<file path="config.mk">
export PLATFORM = sky130hd
export DESIGN_NAME = pipeline_hazard_ctrl
export DESIGN_NICKNAME = d
export VERILOG_FILES = /design/src/rtl/pipe_ctrl_pkg.sv /design/src/rtl/pipeline_hazard_ctrl_hazard_match.sv /design/src/rtl/pipeline_hazard_ctrl.sv
export SDC_FILE = /design/constraint.sdc
export NUM_CORES = 1
export LEC_CHECK = 0
export BUFFER_PORTS_ARGS = -buffer_cell sky130_fd_sc_hd__clkbuf_2
export CORE_UTILIZATION = 30
export DETAILED_ROUTE_END_ITERATION = 10
export SLEW_MARGIN = 0
export SYNTH_ARGS = -nofsm -noshare
export SYNTH_HDL_FRONTEND = slang
export SYNTH_HIERARCHICAL = 1
export SYNTH_SLANG_ARGS = --single-unit
export TNS_END_PERCENT = 1
</file>
<file path="constraint.sdc">
create_clock -name clk -period 2.4 [get_ports clk]
set_clock_uncertainty 0.1 [all_clocks]
set_input_delay 0.12 -clock clk [delete_from_list [all_inputs] [get_ports clk]]
set_output_delay 0.12 -clock clk [all_outputs]
set_load 0.005 [all_outputs]
</file>
<file path="src/rtl/pipe_ctrl_pkg.sv">
// Shared types for the pipeline stall/flush sequencer: controller states and the
// per-stage shadow record of an instruction in flight.
package pipe_ctrl_pkg;

  localparam int REG_ADDR_W_DFLT = 4;

  typedef enum logic [1:0] {
    RUN      = 2'd0,
    FLUSH    = 2'd1,
    MEM_WAIT = 2'd2
  } ctrl_state_t;

  typedef struct packed {
    logic                       valid;
    logic                       wre;
    logic [REG_ADDR_W_DFLT-1:0] dst;
    logic                       is_mem;
  } slot_t;

  localparam slot_t BUBBLE_SLOT = '0;

endpackage

</file>
<file path="src/rtl/pipeline_hazard_ctrl_hazard_match.sv">
// Read-after-write detector: any used ID source matching a pending write in EX, MEM or WB.
// WB still counts because the regfile write only lands at the edge that ends WB.
module hazard_match
  import pipe_ctrl_pkg::*;
#(
  parameter int REG_ADDR_W = REG_ADDR_W_DFLT
) (
  input  logic                  id_valid,
  input  logic [REG_ADDR_W-1:0] id_src_a,
  input  logic [REG_ADDR_W-1:0] id_src_b,
  input  logic [REG_ADDR_W-1:0] id_src_c,
  input  logic [2:0]            id_src_used,
  input  slot_t                 slot_ex,
  input  slot_t                 slot_mem,
  input  slot_t                 slot_wb,
  output logic                  raw
);

  logic [REG_ADDR_W-1:0] src [3];
  slot_t                 slots [3];
  logic                  unused_is_mem;

  assign src[0]   = id_src_a;
  assign src[1]   = id_src_b;
  assign src[2]   = id_src_c;
  assign slots[0] = slot_ex;
  assign slots[1] = slot_mem;
  assign slots[2] = slot_wb;
  assign unused_is_mem = slot_ex.is_mem ^ slot_mem.is_mem ^ slot_wb.is_mem;

  always_comb begin
    raw = 1'b0;
    for (int s = 0; s < 3; s++) begin
      for (int k = 0; k < 3; k++) begin
        if (id_src_used[s] && slots[k].valid && slots[k].wre && (slots[k].dst == src[s]))
          raw = 1'b1;
      end
    end
    raw = raw & id_valid;
  end

endmodule

</file>
<file path="src/rtl/pipeline_hazard_ctrl.sv">
// Stall/flush sequencer for the 5-stage pipe: RAW stalls (no forwarding), RAM-access
// freezes and wrong-path squash after a PC redirect.
module pipeline_hazard_ctrl
  import pipe_ctrl_pkg::*;
#(
  parameter int REG_ADDR_W = REG_ADDR_W_DFLT,
  parameter int MEM_LAT    = 2
) (
  input  logic                  clk,
  input  logic                  reset,
  input  logic                  id_valid,
  input  logic [REG_ADDR_W-1:0] id_src_a,
  input  logic [REG_ADDR_W-1:0] id_src_b,
  input  logic [REG_ADDR_W-1:0] id_src_c,
  input  logic [2:0]            id_src_used,
  input  logic                  id_wre,
  input  logic [REG_ADDR_W-1:0] id_dst,
  input  logic                  id_is_mem,
  input  logic                  ex_redirect,
  output logic                  pc_en,
  output logic                  fd_en,
  output logic                  fd_flush,
  output logic                  de_bubble,
  output logic                  pipe_en,
  output logic                  mem_busy,
  output logic [15:0]           stall_cycles
);

  localparam logic [2:0] MEM_CNT_INIT = 3'(MEM_LAT - 1);
  localparam bit         MEM_STALL_EN = (MEM_LAT > 1);

  ctrl_state_t state_q, state_d;
  logic        flush_pend_q, flush_pend_d;
  logic [2:0]  mem_cnt_q, mem_cnt_d;
  slot_t       ex_q, ex_d, mem_q, mem_d, wb_q, wb_d;
  logic [15:0] stall_q, stall_d;
  logic        raw;

  hazard_match #(.REG_ADDR_W(REG_ADDR_W)) u_hazard_match (
    .id_valid    (id_valid),
    .id_src_a    (id_src_a),
    .id_src_b    (id_src_b),
    .id_src_c    (id_src_c),
    .id_src_used (id_src_used),
    .slot_ex     (ex_q),
    .slot_mem    (mem_q),
    .slot_wb     (wb_q),
    .raw         (raw)
  );

  always_ff @(posedge clk) begin
    if (!reset) begin
      state_q      <= RUN;
      flush_pend_q <= 1'b0;
      mem_cnt_q    <= '0;
      ex_q         <= BUBBLE_SLOT;
      mem_q        <= BUBBLE_SLOT;
      wb_q         <= BUBBLE_SLOT;
      stall_q      <= '0;
    end else begin
      state_q      <= state_d;
      flush_pend_q <= flush_pend_d;
      mem_cnt_q    <= mem_cnt_d;
      ex_q         <= ex_d;
      mem_q        <= mem_d;
      wb_q         <= wb_d;
      stall_q      <= stall_d;
    end
  end

  // Next state: a memory op leaving EX overrides a same-cycle redirect, which is parked in flush_pend.
  always_comb begin
    state_d      = state_q;
    flush_pend_d = flush_pend_q;
    mem_cnt_d    = mem_cnt_q;
    if (state_q == MEM_WAIT) begin
      mem_cnt_d = mem_cnt_q - 3'd1;
      if (mem_cnt_q == 3'd1) begin
        state_d      = flush_pend_q ? FLUSH : RUN;
        flush_pend_d = 1'b0;
      end
    end else begin
      state_d = ex_redirect ? FLUSH : RUN;
      if (MEM_STALL_EN && ex_q.valid && ex_q.is_mem) begin
        state_d   = MEM_WAIT;
        mem_cnt_d = MEM_CNT_INIT;
        if (ex_redirect) flush_pend_d = 1'b1;
      end
    end
  end

  always_comb begin
    pc_en     = 1'b0;
    fd_en     = 1'b0;
    fd_flush  = 1'b1;
    de_bubble = 1'b1;
    pipe_en   = 1'b0;
    mem_busy  = 1'b0;
    if (reset) begin
      if (state_q == MEM_WAIT) begin
        fd_flush  = 1'b0;
        de_bubble = 1'b0;
        mem_busy  = 1'b1;
      end else begin
        pipe_en = 1'b1;
        if (ex_redirect) begin
          pc_en = 1'b1;
          fd_en = 1'b1;
        end else if (raw || state_q == FLUSH) begin
          fd_flush = (state_q == FLUSH);
        end else begin
          pc_en     = 1'b1;
          fd_en     = 1'b1;
          fd_flush  = 1'b0;
          de_bubble = 1'b0;
        end
      end
    end
  end

  always_comb begin
    ex_d  = ex_q;
    mem_d = mem_q;
    wb_d  = wb_q;
    if (pipe_en) begin
      wb_d  = mem_q;
      mem_d = ex_q;
      if (de_bubble) ex_d = BUBBLE_SLOT;
      else           ex_d = '{valid: id_valid, wre: id_wre, dst: id_dst, is_mem: id_is_mem};
    end
  end

  always_comb begin
    stall_d = stall_q;
    if (!pc_en && stall_q != 16'hFFFF) stall_d = stall_q + 16'd1;
  end

  assign stall_cycles = stall_q;

endmodule
</file>
; ---- After elaboration in Yosys (flattened, before gate mapping)
; Index checks and enable logic that the tools add are counted.
[word_totals]
in_bits = 25
register_bits = 41
wordCells = 102
[op_classes]
bitwise = 1
addsub = 2
reduce_logical = 34
eq_ne = 14
n_mux = 37
[op_table]
columns = operator, n
row1 = $eq 4x4->1, 9
row2 = $mux 1, 31
row3 = $logic_and 1x1->1, 29
row4 = $add 16x1->16 const B, 1
row5 = $ne 16x16->1 const B, 1
row6 = $mux 7, 1
row7 = $mux 2, 3
row8 = $mux 3, 2
row9 = $reduce_bool 2->1, 2
row10 = $eq 3x1->1 const B, 1
row11 = $reduce_and 3->1, 1
row12 = $sub 3x1->3 const B, 1
row13 = $eq 2x1->1 const B, 1
row14 = $eq 2x2->1 const B, 1
row15 = $ne 2x1->1 const B, 1
row16 = $and 1x1->1, 1
row17 = $logic_not 1->1, 1
row18 = $logic_or 1x1->1, 1

; ---- Depth between registers and ports, before layout
; Gate-level depths: netlist (run 1).
[depth]
ltp_word = 20
depth_mapped = 11
mapped_depth_nobuf = 9

; ---- By module
; The synthesis (run 1) kept the hierarchy.
[modules_own_cells]
columns = mod, cells_per_inst, area_each_um2, instances
row1 = pipeline_hazard_ctrl, 218, 1883.1, 1
row2 = hazard_match, 59, 452.9, 1

; ---- Worst setup path after synthesis (run 1)
; Ideal clock, no wire load.
[synth_path]
path_kind = register to register
from = reg mem_q[3] (netlist bit)
to = reg stall_q[5], in the netlist stall_cycles[5]
arrival_time_ns = 2.297
setup_slack_ns = -0.068
t_required_ns = 2.228
setup_time_ns = 0.072
period_less_slack_ns = 2.468
stages_incl_launch_ff = 12
cell_sequence = dfxtp_1 > xnor2_1 > nand4_1 > nor4_1 > nor3_1 > a31oi_1 > o21bai_1 > and2_0 > clkbuf_1 > buf_2 > nor4_1 > mux2i_1
[synth_via]
elab_chain_len = 18
[synth_lines]
columns = item, line_no
row1 = start: declaration, pipeline_hazard_ctrl.sv:35  ; slot_t ex_q, ex_d, mem_q, mem_d, wb_q, wb_d;
row2 = start signal: assignment, pipeline_hazard_ctrl.sv:65  ; mem_q <= mem_d;
row3 = $eq 4x4->1, pipeline_hazard_ctrl_hazard_match.sv:35  ; if (id_src_used[s] && slots[k].valid && slots[k].wre && (slots[k].dst == src[s]))
row4 = $logic_and 1x1->1, pipeline_hazard_ctrl_hazard_match.sv:35
row5 = $mux 1 (6 in a row), pipeline_hazard_ctrl_hazard_match.sv:35
row6 = $mux 1 (*) (2 in a row), pipeline_hazard_ctrl_hazard_match.sv:35
row7 = $and 1x1->1 (*), pipeline_hazard_ctrl_hazard_match.sv:39  ; raw = raw & id_valid;
row8 = via raw, pipeline_hazard_ctrl.sv:37  ; logic raw;
row9 = $logic_or 1x1->1 (*), pipeline_hazard_ctrl.sv:109  ; end else if (raw || state_q == FLUSH) begin
row10 = $mux 1 (*) (4 in a row), n/a
row11 = via fd_en, pipeline_hazard_ctrl.sv:21  ; output logic fd_en,
row12 = $logic_not 1->1 (*), pipeline_hazard_ctrl.sv:135  ; if (!pc_en && stall_q != 16'hFFFF) stall_d = stall_q + 16'd1;
row13 = $logic_and 1x1->1 (*), pipeline_hazard_ctrl.sv:135
row14 = end signal: assignment, pipeline_hazard_ctrl.sv:67  ; stall_q <= stall_d;
row15 = end: declaration, pipeline_hazard_ctrl.sv:36  ; logic [15:0] stall_q, stall_d;
; Mark *: on every way through the listed nets, which the timed path passes. The rest lies on a longest branch.
; A chain may end at the register's enable or synchronous reset.

; ---- Worst setup path after layout (run 1)
[layout_path]
from = reg wb_q[3] (netlist bit)
to = reg stall_q[14], in the netlist stall_cycles[14]
[layout_via]
elab_chain_len = 17
[layout_lines]
columns = item, line_no
row1 = start: declaration, pipeline_hazard_ctrl.sv:35
row2 = start signal: assignment, pipeline_hazard_ctrl.sv:66  ; wb_q <= wb_d;
row3 = $eq 4x4->1, pipeline_hazard_ctrl_hazard_match.sv:35
row4 = $logic_and 1x1->1, pipeline_hazard_ctrl_hazard_match.sv:35
row5 = $mux 1 (6 in a row), pipeline_hazard_ctrl_hazard_match.sv:35
row6 = $mux 1 (*), pipeline_hazard_ctrl_hazard_match.sv:35
row7 = $and 1x1->1 (*), pipeline_hazard_ctrl_hazard_match.sv:39
row8 = via raw, pipeline_hazard_ctrl.sv:37
row9 = $logic_or 1x1->1 (*), pipeline_hazard_ctrl.sv:109
row10 = $mux 1 (*), pipeline_hazard_ctrl.sv:109
row11 = $mux 1 (*), pipeline_hazard_ctrl.sv:106  ; if (ex_redirect) begin
row12 = $mux 1 (*), pipeline_hazard_ctrl.sv:100  ; if (state_q == MEM_WAIT) begin
row13 = $mux 1 (*), pipeline_hazard_ctrl.sv:99  ; if (reset) begin
row14 = $logic_not 1->1 (*), pipeline_hazard_ctrl.sv:135
row15 = $logic_and 1x1->1 (*), pipeline_hazard_ctrl.sv:135
; Marks and branches as above.

==> results of run 1 <==
-- area by class of cell --
| cell class | count | area (µm²) |
|---|---|---|
| inverter | 6 | 22.5 |
| clock buffer | 7 | 86.3 |
| multi-input combinational | 208 | 1460 |
| fill | 779 | 4250 |
| timing repair buffer | 78 | 488 |
| tap | 99 | 124 |
| sequential | 41 | 838 |
| clock inverter | 1 | 30.0 |
-- metrics by stage --
step                      setup TNS [ns]  setup WS (ns)  utilization  total power (µW)  cells
after global placement             -1.93         -0.184        0.378               852    425
final                             -0.321         -0.107        0.418              1430    440
after global routing               -3.00         -0.260        0.418              1490    440
after detailed placement           -1.91         -0.198        0.378               852    425
after floorplan                        0        0.00408            -               781    269
after CTS                         -0.180        -0.0674        0.409              1440    440
-- worst max-delay path, delay by kind of cell, from the launching register on --
family	cells	cell delay (ns)
XOR/XNOR	1	0.13
AO/OA/AOI/OAI	4	0.75
buffers and inverters	1	0.16
flip-flops	1	0.39
AND/OR/NAND/NOR	4	0.93
-- state kept, by name, indices dropped and copies added (netlist names) --
| signal | cells |
|---|---|
| ex_q | 7 |
| flush_pend_q | 1 |
| mem_cnt_q | 3 |
| mem_q | 6 |
| stall_cycles | 16 |
| state_q | 2 |
| wb_q | 6 |
-- power by group --
| group | total, µW | leakage, µW | switching (µW) | internal [µW] |
|---|---|---|---|---|
| clock network | 577 | 0.0000585 | 238 | 339 |
| logic | 149 | 0.000800 | 78.8 | 70.6 |
| registers | 702 | 0.000337 | 14.3 | 688 |
| total | 1430 | 0.00120 | 331 | 1100 |
-- layout by cell type (no fill, tap or decap), types with 3 or more instances in the layout --
| master | instances |
|---|---|
| nand4_1 | 16 |
| clkbuf_2 | 46 |
| inv_1 | 6 |
| buf_4 | 25 |
| dlygate4sd3_1 | 7 |
| clkbuf_8 | 6 |
| nand2b_1 | 3 |
| nor4_1 | 5 |
| nand2_1 | 34 |
| o31ai_1 | 7 |
| nand3_1 | 5 |
| xnor2_1 | 8 |
| o21ai_0 | 5 |
| a21oi_1 | 23 |
| dfxtp_1 | 31 |
| a22o_1 | 7 |
| nor4_2 | 8 |
| xor2_1 | 27 |
| dfxtp_2 | 8 |
| ha_1 | 3 |
| or4_1 | 6 |
| nor2_1 | 10 |
-- worst max-delay path by stage --
stage	end	cells after the start	from	slack, ns
2_1_floorplan	stall_cycles[5]	11	mem_q[3]	0.004
4_1_cts	stall_cycles[14]	10	mem_q[3]	-0.07
5_1_grt	stall_cycles[14]	10	ex_q[3]	-0.26
6_report	stall_cycles[14]	10	wb_q[3]	-0.11
3_3_place_gp	stall_cycles[1]	10	mem_q[3]	-0.18
3_5_place_dp	stall_cycles[1]	10	mem_q[3]	-0.20
-- routing by layer --
metal  global-route usage  vias to the layer above  wire length [µm]
li1                     -                     1124                 -
met1                0.210                     1047              2940
met2                0.280                       68              2970
met3               0.0259                       10               332
met4               0.0462                        0                89
met5                    0                        -                 0
-- timing repair --
| item | in CTS | in global routing |
|---|---|---|
| hold buffers | 7 | 0 |
| endpoints found under the hold margin | 7 | 0 |
| setup endpoints to repair | 17 | 25 |
| gates resized for setup | 15 | 11 |
| pin swaps | 2 | 3 |
==> out/results.ini, run 1 <==
[floorplan]
core_um2 = 7290
dieArea_um2 = 7920
rows = 31
die_h_um = 89.0
die_x_um = 89.0
num_io_pins = 47
initial_core_util = 0.311

[cells_and_area]
n_antenna_cell = 0
final_net_count = 368
area_growth_pct = 34.2
drive_above_1_share = 0.317
postLayoutCellArea_um2 = 3050

[timing]
worst_slew_pin_slew_ns = 0.600
fin_crit_sh = 1.04
slew_violations = 0
finalCriticalPeriod_ns = 2.51
whs_ns = 0.0390
hold_viol = 0
setup_viol = 10
rsz0062_at_grt = yes
slew_headroom = 0.596
fin_ws_ns = -0.107
fmax_mhz = 399

[logic_synthesis]
synth_cells = 269
ys.warnings.count = 6
netlist_area_um2 = 2270
syn-num-nets = 297
avgSynthCellArea_um2 = 8.44

[routing]
detail-route-antenna-nets = 0
dr.pass1.iters = 4
avgRoutedWirePerCell_um = 14.4
post-route-drc-count = 0
wl_mm = 6.33
via_per_inst = 5.11
vias = 2249
drtIter0Drc = 81

[status]
status = complete, but fails checks
violations = negative setup slack

[worst_hold_path]
hold_path_depth = 3
hold_end = state_q[0]
hold_start = ex_redirect
hp-class = primary input to register

[flow_run]
drv_cap = 0

[cts]
cts_tree = yes
cts_buffers = 5
htreeDepth = 2
clk_latency_ns = 0.29
cts_setup_buffers = 0
clock_path_buffers = 2
cts.clk_slew.worst_paths_ns = 0.08
clock-root-buffer = clkbuf_8
cts_sinks = 41

[critical_path]
ff2ff_setup_slack_ns = -0.11
timing.critical_path.slowest_stage_cell = or4_4
cp.arrival_ns = 2.64
crit_chain = xnor2_1 > nand4_1 > nor4_2 > nor2_1 > a31oi_1 > o21bai_1 > buf_4 > a21o_4 > or4_4 > a21oi_2
crit_path_start_kind = register
worstPathRequired_ns = 2.53
r2r.worst_path.cells = 10
reg2reg_to = stall_cycles[14]
worst-setup-path-type = register to register
cpPeakStageDelay_ns = 0.48
end_kind = register
cp_max_fo = 6
rr_startpoint = wb_q[3]

[place]
dp_hpwl_mm = 4.59
placed_area_um2 = 2750
portBuffers = 46
gp_congestion = 0.923

[grt]
grt_use_total = 0.162
grt_max_degree = 30
grt-ovfl-total = 0
antenna_found_initial = 0
first_global_vias = 2055
grt_pass1_wl_mm = 9.91

[power]
peakVddDrop_mv = 0.230
pwr_density_cell_nw_per_um2 = 469
p_leak_uw = 0.00120

(Power assumes the default switching activity.)
==> inputs of run 2 (changes only) <==
Settings changed: GPL_TIMING_DRIVEN set to 0.
==> out/results.ini, run 2 (synthesis results as in run 1) <==
[routing]
vias = 2238  ; -0.49%
post-route-drc-count = 0  ; unchanged
dr.pass1.iters = 4  ; unchanged
drtIter0Drc = 113  ; +40%
wl_mm = 6.52  ; +3.1%
via_per_inst = 5.13  ; +0.42%
avgRoutedWirePerCell_um = 15.0  ; +4.0%
detail-route-antenna-nets = 0  ; unchanged

[timing]
setup_viol = 5  ; -5
slew_headroom = 0.645  ; +0.0487
hold_viol = 0  ; unchanged
fin_ws_ns = -0.0924  ; +0.0146 ns
slew_violations = 0  ; unchanged
worst_slew_pin_slew_ns = 0.528  ; -0.0723 ns
fin_crit_sh = 1.04  ; -0.00607
fmax_mhz = 401  ; +0.58%
finalCriticalPeriod_ns = 2.49  ; -0.0146 ns
rsz0062_at_grt = yes

[cells_and_area]
layout_common_cells = clkbuf_2, nand2_1, dfxtp_1, xor2_1, a21oi_1
area_growth_pct = 34.9
drive_above_1_share = 0.318  ; +0.000792
n_antenna_cell = 0  ; unchanged
largest_reg_flops = 16  ; unchanged
final_net_count = 364  ; -1.1%
nFillCells = 794  ; +1.9%
postLayoutCellArea_um2 = 3060  ; +0.58%
instances_no_fill = 436  ; -0.91%
final_common_cell = clkbuf_2

[place]
dp.cells = 414  ; -2.6%
portBuffers = 46  ; unchanged
placed_area_um2 = 2630  ; -4.4%
gp_congestion = 0.854  ; -7.5%
dp_hpwl_mm = 4.64  ; +1.2%

[power]
peakVddDrop_mv = 0.277  ; +21%
pwr_density_cell_nw_per_um2 = 423  ; -9.7%
p_leak_uw = 0.00114  ; -4.4%

[floorplan]
initial_core_util = 0.311  ; unchanged
num_io_pins = 47  ; unchanged
dieArea_um2 = 7920  ; unchanged
die_x_um = 89.0  ; unchanged
rows = 31  ; unchanged
core_um2 = 7290  ; unchanged
die_h_um = 89.0  ; unchanged

[grt]
first_global_vias = 2177  ; +5.9%
grt_pass1_wl_mm = 10.4  ; +5.2%
grt_use_met2 = 0.310  ; +0.0301
grt-ovfl-total = 0  ; unchanged
grt_util_met3 = 0.0416  ; +0.0157
met1_usage = 0.207  ; -0.00319
grt_max_degree = 13  ; -57%
antenna_found_initial = 0  ; unchanged
grt_use_total = 0.172  ; +0.0101
grt_busiest_layer = met2

[cts]
clock_path_buffers = 2  ; unchanged
cts_sinks = 41  ; unchanged
cts_buffers = 5  ; unchanged
cts_tree = yes
cts.clk_slew.worst_paths_ns = 0.08  ; about the same
htreeDepth = 2  ; unchanged
clock-root-buffer = clkbuf_8
clk_latency_ns = 0.29  ; about the same

[critical_path]
timing.critical_path.slowest_stage_cell = or4_4
cp.arrival_ns = 2.62  ; -0.02 ns
worstPathRequired_ns = 2.53  ; about the same
crit_chain = buf_6 > xor2_2 > nor4_2 > nor4_2 > a31oi_4 > o21bai_4 > a21o_1 > buf_6 > or4_4 > a21oi_2
crit_path_start_kind = register
worst-path-buf-inv = 2  ; +1
end_kind = register
crit_path_start = ex_q[3]
rr_startpoint = ex_q[3]
cp_num_cells = 10  ; unchanged
reg2reg_to = stall_cycles[7]
cp_max_fo = 5  ; -1
crit_end = stall_cycles[7]
r2r.worst_path.cells = 10  ; unchanged
ff2ff_setup_slack_ns = -0.09  ; about the same
critical_path.top_delay_family = simple AND/OR/NAND/NOR gates
cpPeakStageDelay_ns = 0.47  ; about the same
worst-setup-path-type = register to register

[worst_hold_path]
hp-class = primary input to register

[status]
status = complete, but fails checks
violations = negative setup slack

[flow_run]
drv_cap = 0  ; unchanged

run 2: area by class of cell:
| cell class | count | area (µm²) | area share |
|---|---|---|---|
| tap | 99 | 124 | 0.0404 |
| multi-input combinational | 208 | 1530 | 0.499 |
| inverter | 6 | 22.5 | 0.00735 |
| sequential | 41 | 845 | 0.276 |
| buffer | 13 | 80.1 | 0.0261 |
| timing repair buffer | 61 | 380 | 0.124 |
| clock inverter | 2 | 10.0 | 0.00327 |
| clock buffer | 6 | 72.6 | 0.0237 |
run 2: metrics by stage:
stage                     setup WS, ns  utilization  total power [µW]  hold WS [ns]  setup TNS (ns)
after floorplan                0.00408            -               781         0.146               0
after global placement          -0.500        0.361               842         0.238           -5.56
after detailed placement        -0.530        0.361               843         0.234           -6.20
after CTS                       -0.148        0.407              1310        0.0439          -0.704
after global routing            -0.178        0.420              1360        0.0471           -1.50
final                          -0.0924        0.420              1300        0.0493          -0.191
run 2: worst reg2reg max path: stages (launching register included):
cell	delay, ns
dfxtp_4	0.38
buf_6	0.13
xor2_2	0.13
nor4_2	0.29
nor4_2	0.11
a31oi_4	0.28
o21bai_4	0.09
a21o_1	0.21
buf_6	0.13
or4_4	0.47
a21oi_2	0.12
run 2: what timing repair did:
action	4_1_cts	5_1_grt
gates cloned	0	1
setup endpoints to repair	18	25
setup buffers	5	2
resized for setup	38	17
endpoints found under the hold margin	7	0
hold buffers	7	0
pin swaps	17	7
run 2: layer usage:
layer	vias up	wire length (µm)	part of all wire
li1	1116	-	-
met1	1050	2960	0.45
met2	66	3190	0.49
met3	6	310	0.048
met4	0	60	0.0092
met5	-	0	0
run 2: worst min-delay path by stage:
stage | start | to | depth (start not counted)
floorplan | id_dst[0] | ex_q[1] | 1
global placement | id_dst[1] | ex_q[2] | 2
detailed placement | id_dst[1] | ex_q[2] | 2
CTS | ex_redirect | state_q[0] | 3
global route | ex_redirect | state_q[0] | 3
finish | ex_redirect | state_q[0] | 3
run 2: power by group:
group          internal, µW  switching [µW]
Combinational          73.6            80.3
Clock                   202             241
Sequential              686            15.2
